<file path="src/rtl/wb_pkg.sv">
// rtl/wb_pkg.sv - shared types and sizes for the register-file writeback unit
package wb_pkg;

  localparam int REGISTER_SIZE  = 16;
  localparam int VECTOR_SIZE    = 4;
  localparam int SELECTION_BITS = 3;
  localparam int FIFO_DEPTH     = 2;
  localparam int SCALAR_BIT     = SELECTION_BITS - 2;
  localparam int LANE_W         = $clog2(VECTOR_SIZE);

  typedef struct packed {
    logic [SELECTION_BITS-1:0]                  dest;
    logic [VECTOR_SIZE-1:0][REGISTER_SIZE-1:0]  data;
    logic                                       is_scalar;
  } wb_entry_t;

  typedef enum logic [1:0] {
    IDLE,
    COLLECT,
    COMMIT
  } wb_state_t;

  function automatic logic is_scalar_dest(input logic [SELECTION_BITS-1:0] dest);
    return dest[SCALAR_BIT];
  endfunction

endpackage

</file>
<file path="src/rtl/wb_fifo.sv">
// rtl/wb_fifo.sv - small synchronous FIFO of pending register-file writes
module wb_fifo
  import wb_pkg::*;
#(
  parameter int DEPTH = FIFO_DEPTH
) (
  input  logic      clk,
  input  logic      rst_n,
  input  logic      push_i,
  input  wb_entry_t push_data_i,
  input  logic      pop_i,
  output wb_entry_t pop_data_o,
  output logic      full_o,
  output logic      empty_o
);

  localparam int PTR_W = $clog2(DEPTH);
  localparam int CNT_W = PTR_W + 1;
  localparam logic [CNT_W-1:0] FULL_CNT = CNT_W'(DEPTH);

  wb_entry_t        mem_q [DEPTH];
  logic [PTR_W-1:0] wr_ptr_q;
  logic [PTR_W-1:0] rd_ptr_q;
  logic [CNT_W-1:0] count_q;
  logic             do_push;
  logic             do_pop;

  assign full_o     = (count_q == FULL_CNT);
  assign empty_o    = (count_q == '0);
  assign do_push    = push_i && !full_o;
  assign do_pop     = pop_i && !empty_o;
  assign pop_data_o = mem_q[rd_ptr_q];

  always_ff @(posedge clk or negedge rst_n) begin
    if (!rst_n) begin
      wr_ptr_q <= '0;
      rd_ptr_q <= '0;
      count_q  <= '0;
    end else begin
      if (do_push) wr_ptr_q <= wr_ptr_q + 1'b1;
      if (do_pop)  rd_ptr_q <= rd_ptr_q + 1'b1;
      case ({do_push, do_pop})
        2'b10:   count_q <= count_q + 1'b1;
        2'b01:   count_q <= count_q - 1'b1;
        default: count_q <= count_q;
      endcase
    end
  end

  // Storage needs no reset: the pointers and count define which entries are live.
  always_ff @(posedge clk) begin
    if (do_push) mem_q[wr_ptr_q] <= push_data_i;
  end

endmodule

</file>
<file path="src/rtl/regfile_writeback_unit.sv">
// rtl/regfile_writeback_unit.sv - load assembler, ALU arbitration and registered register-file write port
module regfile_writeback_unit
  import wb_pkg::*;
(
  input  logic                                   clk,
  input  logic                                   reset,
  input  logic                                   aluValid,
  output logic                                   aluReady,
  input  logic [SELECTION_BITS-1:0]              aluDest,
  input  logic [VECTOR_SIZE*REGISTER_SIZE-1:0]   aluData,
  input  logic                                   memValid,
  output logic                                   memReady,
  input  logic [SELECTION_BITS-1:0]              memDest,
  input  logic [REGISTER_SIZE-1:0]               memElem,
  input  logic                                   memLast,
  output logic                                   regWrEnSc,
  output logic                                   regWrEnVec,
  output logic [SELECTION_BITS-1:0]              regToWrite,
  output logic [VECTOR_SIZE*REGISTER_SIZE-1:0]   dataIn,
  output logic                                   busy
);

  localparam int CNT_W = LANE_W + 1;

  wb_state_t                                 state_q, state_d;
  logic [CNT_W-1:0]                          cnt_q, cnt_d;
  logic [SELECTION_BITS-1:0]                 dest_q, dest_d;
  logic [VECTOR_SIZE-1:0][REGISTER_SIZE-1:0] lanes_q, lanes_d;
  logic                                      asm_push;

  logic                                      wr_sc_q, wr_vec_q;
  logic [SELECTION_BITS-1:0]                 wr_addr_q;
  logic [VECTOR_SIZE-1:0][REGISTER_SIZE-1:0] wr_data_q;

  wb_entry_t fifo_in, fifo_out, asm_entry, alu_entry;
  logic      fifo_push, fifo_full, fifo_empty;

  always_ff @(posedge clk or negedge reset) begin
    if (!reset) begin
      state_q <= IDLE;
      cnt_q   <= '0;
      dest_q  <= '0;
      lanes_q <= '0;
    end else begin
      state_q <= state_d;
      cnt_q   <= cnt_d;
      dest_q  <= dest_d;
      lanes_q <= lanes_d;
    end
  end

  // Lanes beyond an early memLast stay zero because the buffer is cleared on every commit.
  always_comb begin
    state_d  = state_q;
    cnt_d    = cnt_q;
    dest_d   = dest_q;
    lanes_d  = lanes_q;
    asm_push = 1'b0;
    case (state_q)
      IDLE: begin
        if (memValid) begin
          dest_d     = memDest;
          lanes_d    = '0;
          lanes_d[0] = memElem;
          cnt_d      = CNT_W'(1);
          state_d    = (is_scalar_dest(memDest) || memLast) ? COMMIT : COLLECT;
        end
      end
      COLLECT: begin
        if (memValid) begin
          lanes_d[cnt_q[LANE_W-1:0]] = memElem;
          cnt_d = cnt_q + 1'b1;
          if (memLast || cnt_q == CNT_W'(VECTOR_SIZE - 1)) state_d = COMMIT;
        end
      end
      COMMIT: begin
        if (!fifo_full) begin
          asm_push = 1'b1;
          lanes_d  = '0;
          cnt_d    = '0;
          state_d  = IDLE;
        end
      end
      default: state_d = IDLE;
    endcase
  end

  assign memReady  = (state_q != COMMIT);
  assign aluReady  = !fifo_full && (state_q != COMMIT);

  assign asm_entry = '{dest: dest_q, data: lanes_q, is_scalar: is_scalar_dest(dest_q)};
  assign alu_entry = '{dest: aluDest, data: aluData, is_scalar: is_scalar_dest(aluDest)};
  assign fifo_push = asm_push || (aluValid && aluReady);
  assign fifo_in   = asm_push ? asm_entry : alu_entry;

  wb_fifo #(.DEPTH(FIFO_DEPTH)) u_fifo (
    .clk         (clk),
    .rst_n       (reset),
    .push_i      (fifo_push),
    .push_data_i (fifo_in),
    .pop_i       (!fifo_empty),
    .pop_data_o  (fifo_out),
    .full_o      (fifo_full),
    .empty_o     (fifo_empty)
  );

  // The head is drained every cycle it exists; idle cycles force the port to all zeros.
  always_ff @(posedge clk or negedge reset) begin
    if (!reset) begin
      wr_sc_q   <= 1'b0;
      wr_vec_q  <= 1'b0;
      wr_addr_q <= '0;
      wr_data_q <= '0;
    end else if (!fifo_empty) begin
      wr_sc_q   <= fifo_out.is_scalar;
      wr_vec_q  <= !fifo_out.is_scalar;
      wr_addr_q <= fifo_out.dest;
      wr_data_q <= fifo_out.data;
    end else begin
      wr_sc_q   <= 1'b0;
      wr_vec_q  <= 1'b0;
      wr_addr_q <= '0;
      wr_data_q <= '0;
    end
  end

  assign regWrEnSc  = wr_sc_q;
  assign regWrEnVec = wr_vec_q;
  assign regToWrite = wr_addr_q;
  assign dataIn     = wr_data_q;
  assign busy       = (state_q != IDLE) || !fifo_empty || wr_sc_q || wr_vec_q;

endmodule

</file>
<file path="config.mk">
export PLATFORM = sky130hd
export DESIGN_NAME = regfile_writeback_unit
export DESIGN_NICKNAME = d
export VERILOG_FILES = /design/src/rtl/wb_pkg.sv /design/src/rtl/wb_fifo.sv /design/src/rtl/regfile_writeback_unit.sv
export SDC_FILE = /design/constraint.sdc
export NUM_CORES = 1
export LEC_CHECK = 0
export ABC_AREA = 1
export CAP_MARGIN = 20
export CORE_ASPECT_RATIO = 1.2
export CORE_MARGIN = 8
export CORE_UTILIZATION = 60
export DETAILED_ROUTE_END_ITERATION = 8
export PLACE_DENSITY = 0.86
export SLEW_MARGIN = 20
export SYNTH_ARGS = -nofsm -noshare
export SYNTH_HDL_FRONTEND = slang
export SYNTH_HIERARCHICAL = 1
export SYNTH_SLANG_ARGS = --single-unit
</file>
<file path="constraint.sdc">
create_clock -name clk -period 13.4 [get_ports clk]
set_input_delay 2.68 -clock clk [delete_from_list [all_inputs] [get_ports clk]]
set_output_delay 2.68 -clock clk [all_outputs]
set_load 0.005 [all_outputs]
</file>
==> results.md <==
- Worst slew pin tran: 1.11 ns
- Max-slew violations: 0
- Netlist cell types: 24
- Row cnt: 57
- Final Skew: 0.00930 ns
- Unrepaired setup endpoints after global routing: false
- Crit Path Max Fanout: 71
- Hold crit path type: flop to flop
- Register area share after synthesis: between 60% and 70%
- Antenna violations before repair: 1
- Post-Route Utilization: ~73%
- Total track usage: 22.6%
- DRT Wirelength: 29000 um
- Fin crit share: 38.2%
- CP Capture Type: output pin
- Total grt overflow: 0
- Largest net degree at the start of global routing: approximately 110
- Area Overhead vs Synth: 19.6%
- Clock Latency Late Sink: 0.53 ns
- Placer Congestion: 0.809
- First-pass GRT wire length: 46900 um
- Drt first pass iters: 5
- Fmax: 0.195 GHz
- H-tree Lvls: 1
- Post-route ant nets: 0
- Clock Root Buffer: clkbuf_16
- Min-delay src: asm_entry[13]
- Die width: 148 um
- Post-layout min period: between 5 and 6 ns
- Worst slack, placed: 8.14 ns
- DRC: 0
- Sink Count: 281
- Post-CTS Hold Buffers: 0
- CTS tree: yes
- Port Buffers: about 160
- Fillers: approximately 1500
- Drt first-iter violations: 836
- Power density cells: 236 nW/um2
- Ranking of synthesized cells by area: edfxtp_1 33%, dfrtp_1 29%, nand2_1 17%
- Die height: 174 um
- WL/cell: 16.0 um
- Worst Setup SP: u_fifo/count_q[0]
- TNS Setup: 0 ns
- Design Area, Final: 14900 um2
- Final Hold Viols: 0
- Critical Path RT: roughly 11 ns
- Die area: 25600 um2
- Yosys warnings: 6
- Post-layout nets: 1623
- Max VDD drop: ~150 uV
- Most common cell after layout, fill and taps aside: nand2_1
- Vias in the first global route: about 9500
- Max-Cap Viols: 0
- Worst setup margin: 8.28 ns
- Most frequent cells in the layout: 555 x nand2_1, 161 x clkdlybuf4s50_1, 156 x inv_1
- #FFs+latches synth: 281
- Syn_nets: 1501
- Top cell type's share of synthesized area: 32.8%
- Type of the worst setup path: flop to output pin
- Share of cells above drive strength 1: 3.83%
- Core box area: 20300 um2
- Post-CTS setup buffers: 0
- Critical path launch point type: flop
- Effective utilization at floorplan: 61.3%
- Clock Tree Buf Depth: 3
- Clock Pin Slew Worst Setup and Hold Paths: 0.06 ns
- Mapped Cells: between 1000 and 1500
- Io pins: 163
- WP data arrival: 2.44 ns
- DP Area: roughly 14000 um2
- Total number of vias: 9548
- DR vias/cell: 5.28
- Hpwl dp: 18600 um
- Max_slew headroom: 26.2%
- Syn Area/Cell: 8.89 um2
- R2R Path Start: state_q[1]
- Lkg Pwr: 6.79 nW
- Resize count post-CTS: 0
- Status: finished clean
- Most area-hungry cell type in the Yosys netlist: edfxtp_1
- Number of buffers created by CTS: 27
- Post-synthesis cell area: around 12000 um2
- Finish-stage setup viols: 0
registers in the layout (all words and copies together) (netlist names), 2 cells and up:
name,flops
state_q,2
dataIn,64
cnt_q,3
u_fifo/mem_q,136
dest_q,3
asm_entry,64
u_fifo/count_q,2
regToWrite,3
critical path, cell delays in order, from the launching register on:
cell and delay [ns]:
dfrtp_1 0.43, inv_1 0.09, nand2_1 0.09, inv_2 0.05
buf_4 0.58, nand3_1 0.17, clkdlybuf4s50_1 0.48
layout make-up:
type	count	area [um2]	share of cell area, %
Tap cell	265	332	2.23
Antenna cell	1	2.50	0.0168
Clock buffer	36	759	5.10
Inverter	161	607	4.07
Sequential cell	281	7710	51.8
Clock inverter	13	114	0.765
Multi-Input combinational cell	881	3680	24.7
Timing Repair Buffer	170	1680	11.3
through the flow:
stage	std cells	total power, mW	hold slack [ns]
floorplan	1400	2.36	0.442
global placement	1758	2.72	0.456
detailed placement	1758	2.78	0.470
CTS	1807	3.54	0.488
global route	1808	3.76	0.507
finish	1808	3.52	0.486
power breakdown:
part           internal (mW)  switching (mW)
clock network          0.435           0.309
registers               1.31          0.0926
logic                  0.456           0.915
total                   2.20            1.32
cell families (layout without fill, tap and decap cells):
| group | after synthesis | after routing | share of synthesized area, % |
|---|---|---|---|
| AND/OR/NAND/NOR | 744 | 744 | 23.2 |
| flip-flops | 281 | 281 | 61.9 |
| buffers and inverters | 238 | 380 | 8.64 |
| AO/OA/AOI/OAI | 126 | 126 | 5.12 |
| adder cells (fa/ha/maj) | 10 | 10 | 1.00 |
| XOR/XNOR | 1 | 1 | 0.0704 |
| other | 0 | 1 | 0 |
cells in the mapped netlist:
cell type,instances
a21oi_1,3
buf_1,3
buf_2,27
buf_4,3
buf_6,18
clkbuf_1,26
clkinv_1,1
dfrtp_1,145
edfxtp_1,136
ha_1,10
inv_1,158
inv_2,1
inv_4,1
nand2_1,555
nand2_2,1
nand3_1,70
nand4_1,1
nor2_1,115
nor3b_1,1
o21ai_0,52
o21ai_1,70
o21bai_2,1
or2_1,1
xnor2_1,1
metal layers:
metal / vias to the layer above / GRT usage (%) / wire length [um]
li1: 4596 / - / -
met1: 4508 / 27.0 / 10900
met2: 376 / 39.8 / 15000
met3: 68 / 3.71 / 2040
met4: 0 / 9.24 / 1010
met5: - / 0 / 0
worst paths after layout:
path / slack (ns) / cells after the start / to
worst max register to register: 10.41 / 5 / asm_entry[40]
worst min-delay path: 0.49 / 2 / asm_entry[13]
worst min register to register: 0.49 / 2 / asm_entry[13]
min in group asynchronous: 2.20 / 1 / dataIn[7]
max in group asynchronous: 9.92 / 2 / u_fifo/rd_ptr_q
worst max-delay path: 8.28 / 6 / busy
(Power assumes the default switching activity.)
